==> config.mk <==
export PLATFORM = sky130hd
export DESIGN_NAME = mem_responder
export DESIGN_NICKNAME = d
export VERILOG_FILES = /design/src/rtl/mem_responder.sv
export SDC_FILE = /design/constraint.sdc
export NUM_CORES = 2
export LEC_CHECK = 0
export CAP_MARGIN = 30
export CORE_MARGIN = 1.5
export CORE_UTILIZATION = 57
export CTS_CLUSTER_SIZE = 28
export DETAILED_ROUTE_END_ITERATION = 8
export PLACE_DENSITY_LB_ADDON = 0.3
export REMOVE_ABC_BUFFERS = 1
export SYNTH_ARGS = -nofsm -noshare
export SYNTH_HDL_FRONTEND = slang
export SYNTH_SLANG_ARGS = --single-unit
==> constraint.sdc <==
create_clock -name clk -period 4.3 [get_ports clk]
set_input_delay 1.075 -clock clk [delete_from_list [all_inputs] [get_ports clk]]
set_output_delay 1.075 -clock clk [all_outputs]
set_load 0.02 [all_outputs]
==> src/rtl/mem_responder.sv <==
`default_nettype none
// ============================================================================
// Module      : mem_responder
// Description : Memory-side bus responder. Answers Enable/RW/Address/WriteData
//               requests with registered read data and a four-phase MFC
//               handshake after WAIT_CYCLES wait states. Includes a preload
//               port for loading program images while idle.
// Revision    : 1.0 - initial release
// ============================================================================
module mem_responder #(
  parameter int ADDR_BITS   = 8,
  parameter int WAIT_CYCLES = 2
) (
  input  logic                 clk,
  input  logic                 reset,
  input  logic                 Enable,
  input  logic                 RW,
  input  logic [15:0]          Address,
  input  logic [15:0]          WriteData,
  output logic [15:0]          DataToMDR,
  output logic                 MFC,
  output logic                 addr_err,
  output logic                 busy,
  input  logic                 load_en,
  input  logic [ADDR_BITS-1:0] load_addr,
  input  logic [15:0]          load_data
);

  localparam int         DEPTH     = 2 ** ADDR_BITS;
  localparam logic [3:0] C_WAIT    = 4'(WAIT_CYCLES);

  localparam logic [1:0] S_IDLE    = 2'd0;
  localparam logic [1:0] S_WAIT    = 2'd1;
  localparam logic [1:0] S_ACK     = 2'd2;
  localparam logic [1:0] S_RELEASE = 2'd3;

  logic [15:0]          mem_q [DEPTH];

  logic [1:0]           state_q, state_d;
  logic [3:0]           cnt_q, cnt_d;
  logic [ADDR_BITS-1:0] addr_q, addr_d;
  logic                 rw_q, rw_d;
  logic [15:0]          wdata_q, wdata_d;
  logic                 oor_q, oor_d;
  logic [15:0]          dout_q, dout_d;
  logic                 mfc_q, mfc_d;
  logic                 err_q, err_d;

  logic                 mem_we;
  logic [ADDR_BITS-1:0] mem_waddr;
  logic [15:0]          mem_wdata;
  logic                 addr_oor;

  // Any address bit above the array index makes the access out of range.
  assign addr_oor = (Address >> ADDR_BITS) != 16'd0;

  // Next-state logic: request latch, wait countdown, access and handshake.
  always_comb begin
    state_d   = state_q;
    cnt_d     = cnt_q;
    addr_d    = addr_q;
    rw_d      = rw_q;
    wdata_d   = wdata_q;
    oor_d     = oor_q;
    dout_d    = dout_q;
    mfc_d     = mfc_q;
    err_d     = err_q;
    mem_we    = 1'b0;
    mem_waddr = addr_q;
    mem_wdata = wdata_q;
    case (state_q)
      S_IDLE: begin
        if (Enable) begin
          // Latch the whole request so later bus changes are ignored.
          addr_d  = Address[ADDR_BITS-1:0];
          rw_d    = RW;
          wdata_d = WriteData;
          oor_d   = addr_oor;
          cnt_d   = C_WAIT;
          state_d = S_WAIT;
        end else if (load_en) begin
          mem_we    = 1'b1;
          mem_waddr = load_addr;
          mem_wdata = load_data;
        end
      end
      S_WAIT: begin
        if (cnt_q == 4'd0) begin
          if (rw_q) begin
            dout_d = oor_q ? 16'h0000 : mem_q[addr_q];
          end else if (!oor_q) begin
            mem_we = 1'b1;
          end
          mfc_d   = 1'b1;
          err_d   = oor_q;
          state_d = S_ACK;
        end else begin
          cnt_d = cnt_q - 4'd1;
        end
      end
      // ACK holds MFC until Enable is seen low, which already guarantees no
      // new access starts before the controller releases; RELEASE is only a
      // guard encoding and behaves identically.
      S_ACK, S_RELEASE: begin
        if (!Enable) begin
          mfc_d   = 1'b0;
          err_d   = 1'b0;
          state_d = S_IDLE;
        end
      end
      default: state_d = S_IDLE;
    endcase
  end

  // Control and output registers with synchronous reset.
  always_ff @(posedge clk) begin
    if (reset) begin
      state_q <= S_IDLE;
      cnt_q   <= 4'd0;
      addr_q  <= '0;
      rw_q    <= 1'b0;
      wdata_q <= 16'h0000;
      oor_q   <= 1'b0;
      dout_q  <= 16'h0000;
      mfc_q   <= 1'b0;
      err_q   <= 1'b0;
    end else begin
      state_q <= state_d;
      cnt_q   <= cnt_d;
      addr_q  <= addr_d;
      rw_q    <= rw_d;
      wdata_q <= wdata_d;
      oor_q   <= oor_d;
      dout_q  <= dout_d;
      mfc_q   <= mfc_d;
      err_q   <= err_d;
    end
  end

  // Word array: not cleared by reset, but no write lands on a reset edge.
  always_ff @(posedge clk) begin
    if (mem_we && !reset) begin
      mem_q[mem_waddr] <= mem_wdata;
    end
  end

  assign DataToMDR = dout_q;
  assign MFC       = mfc_q;
  assign addr_err  = err_q;
  assign busy      = (state_q != S_IDLE);

endmodule
`default_nettype wire
==> flow_summary.json <==
{
  "gp_congestion": 0.951,
  "antenna_found_initial": 27,
  "drc_errors": 0,
  "worstPathMaxFanout": 17,
  "yosysUniqueCellTypes": 78,
  "layout_setup_ws_ns": 0.135,
  "hold_violations": 0,
  "hold_class": "reg -> reg",
  "synth_top_family_by_area": "multiplexers",
  "critical_path.top_delay_family": "compound AO/OA/AOI/OAI gates",
  "grt_pass1_wl_um": 635000,
  "clock_path_buffers": 4,
  "numPortBuffers": 79,
  "rsz0062_at_grt": "false",
  "area_delta_synth_final_pct": 16.0,
  "clk_pin_slew_ns": 0.06,
  "vias": 84400,
  "clock-skew-final_ns": 0.0518,
  "crit_path_start_kind": "flip-flop",
  "grt_pass1_vias": 83200,
  "cts_root_buffer": "clkbuf_16",
  "synth_compound_area_share_pct": 3.06,
  "viasPerCell": 6.88,
  "cts_inserted_buffers": 394,
  "floorplan.initialDensity_pct": 57.2,
  "p_leak_nw": 57.9,
  "synthAdderAreaFrac_pct": 0.0157,
  "synthSimpleGateAreaFrac_pct": 2.30,
  "total_power_mw": 87.4,
  "first_iter_violations": 14100,
  "status": "finished, final reports clean",
  "slowest_delay_ns": 0.95,
  "slew_headroom_pct": 22.3,
  "fin_nets": 8267,
  "die_x_um": 532,
  "avgSynthCellArea_um2": 21.7,
  "yosys.area_share.xor_xnor_pct": 0.0110,
  "synth_ff_type": "edfxtp_1",
  "drive_gt1_share_pct": 28.5,
  "crit_type": "reg -> reg",
  "synth_warnings": 0,
  "fin_cells": 12300,
  "routedWlPerCell_um": 37.0,
  "dp.final_hpwl_um": 286000,
  "synth_mux_area_share_pct": 15.2,
  "clk-insertion-delay-late_ns": 0.93,
  "mappedNetlistArea_um2": 160000,
  "cp_num_buf_inv": 2,
  "ant_nets": 0,
  "rows": 194,
  "fin_crit_sh_pct": 96.9,
  "htreeDepth": 5,
  "seq_area_frac_synth_pct": 77.7,
  "cts_tree": "done",
  "ir_worst_vdd_v": 0.000369,
  "drv_slew": 0,
  "powerDensity_nw_per_um2": 471,
  "synth-edff-count": 4096,
  "die_area_um2": 283000,
  "worstPathRequired_ns": 5.07,
  "io_pins": 80,
  "fmax_ghz": 0.240,
  "design.core.area_um2": 279000,
  "overflow": 0,
  "path_cells": "buf_4 -> and2_1 -> nand3_1 -> a221oi_1 -> o21ai_0 -> nand4_1 -> buf_4 -> a2bb2oi_1 -> a31oi_1",
  "synth-seq-cells": 4154,
  "routed_wl_um": 454000,
  "min_period_ns": 4.17,
  "placed_cells": 11500,
  "maxCapViolations": 0,
  "dr.pass1.iters": 7,
  "end_kind": "flip-flop",
  "postSynthCellCount": 7364,
  "cts_num_sinks": 4154,
  "async_reset_ff_share_pct": 0,
  "fin_util_pct": 66.4,
  "track_usage_pct": 32.0,
  "path_common_cell": "buf_4",
  "grt_max_degree": 80,
  "die_h_um": 532,
  "worst_pin_slew_ns": 1.16,
  "preCtsSetupSlack_ns": -0.0284,
  "worstPathArrival_ns": 4.94,
  "setup_tns_ns": 0,
  "setup_viol": 0,
  "slowest_stage": "dfxtp_2"
}
[logic make-up (layout without fill, tap and decap cells)]
group           count (synthesis)  count (layout)
compound gates                713             713
xor+xnor                        2               2
fa+ha+maj                       2               2
buf+inv                       432            1582
flops                        4154            4154
mux                          1248            1248
other cells                     0              24
simple gates                  813             813
[where the power goes]
| group | internal, mW | switching, mW |
|---|---|---|
| sequential | 45.2 | 0.108 |
| combinational | 2.32 | 4.77 |
| clock | 20.0 | 15.0 |
| total | 67.5 | 19.9 |
[area by class of cell]
| cell class | instances | area, µm² |
|---|---|---|
| tap | 3724 | 4660 |
| multi-input combinational | 2778 | 33400 |
| clock buffer | 479 | 10400 |
| fill | 17000 | 93800 |
| sequential | 4154 | 124000 |
| antenna | 24 | 60.1 |
| inverter | 8 | 31.3 |
| clock inverter | 227 | 2500 |
| timing repair buffer | 868 | 10100 |
[tightest hold or removal path, stage by stage (launching register included)]
cell,delay [ns]
dfxtp_1,0.32
nand2_1,0.06
a21oi_1,0.05
[placed cells by master (no fill, tap or decap), drive strengths merged, types with 26 or more instances in the layout]
cell / count
edfxtp: 4096
mux4: 939
buf: 789
clkbuf: 479
nor2: 333
mux2i: 270
nand2: 200
clkinv: 148
a21oi: 142
a22oi: 138
o22ai: 119
clkdlybuf4s50: 78
nand3: 65
o21ai: 64
dfxtp: 58
nor3: 57
bufinv: 46
o221ai: 45
mux2: 39
a221oi: 34
a211oi: 30
nand2b: 27
a31oi: 26
nor2b: 26
[Yosys cell counts (55+ instances only)]
cell type	instances	area, µm²
nand2_1	200	751
a22oi_1	138	1040
mux2i_1	270	2700
o21ai_0	55	275
nand3_1	65	325
clkbuf_1	129	484
mux4_2	927	20900
a21oi_1	142	711
nor3_1	56	280
dfxtp_1	58	1160
edfxtp_1	4096	123000
nor2_1	332	1250
buf_2	139	696
buf_4	83	623
o22ai_1	119	744
[state kept, by name, indices dropped and copies added, names as in the netlist, named ones only]
signal,flops
DataToMDR,16
MFC,1
addr_err,1
addr_q,8
cnt_q,4
mem_q,4096
oor_q,1
rw_q,1
state_q,2
wdata_q,16
[what timing repair did]
action	in CTS	in global routing
hold buffers	0	0
setup endpoints to repair	0	2
buffers inserted	0	0
resized for setup	0	2
[metal layers]
layer	up-vias	global-route usage (%)	part of all wire, %
met3	1223	8.02	13
met2	6744	49.5	47
met1	43600	42.6	34
li1	32800	-	-
met4	20	16.7	6.2
met5	-	0	0.074
[final timing paths]
kind	startpoint	endpoint	slack, ns	cells past startpoint
hold reg to reg	wdata_q[10]$_SDFFE_PP0P_	wdata_q[10]$_SDFFE_PP0P_	0.48	2
setup reg to reg	flip-flop	DataToMDR[2]$_SDFFE_PP0P_	0.13	9
setup / recovery	flip-flop	DataToMDR[2]$_SDFFE_PP0P_	0.13	9
hold / removal	wdata_q[10]$_SDFFE_PP0P_	wdata_q[10]$_SDFFE_PP0P_	0.48	2
[metrics by stage]
| step | instance area (µm²) | hold WS (ns) |
|---|---|---|
| 2_1_floorplan | 157000 | 0.428 |
| 3_3_place_gp | 172000 | 0.458 |
| 3_5_place_dp | 172000 | 0.469 |
| 4_1_cts | 185000 | 0.477 |
| 5_1_grt | 185000 | 0.500 |
| 6_report | 185000 | 0.479 |
Note: power is estimated with default switching activity, not from simulation.
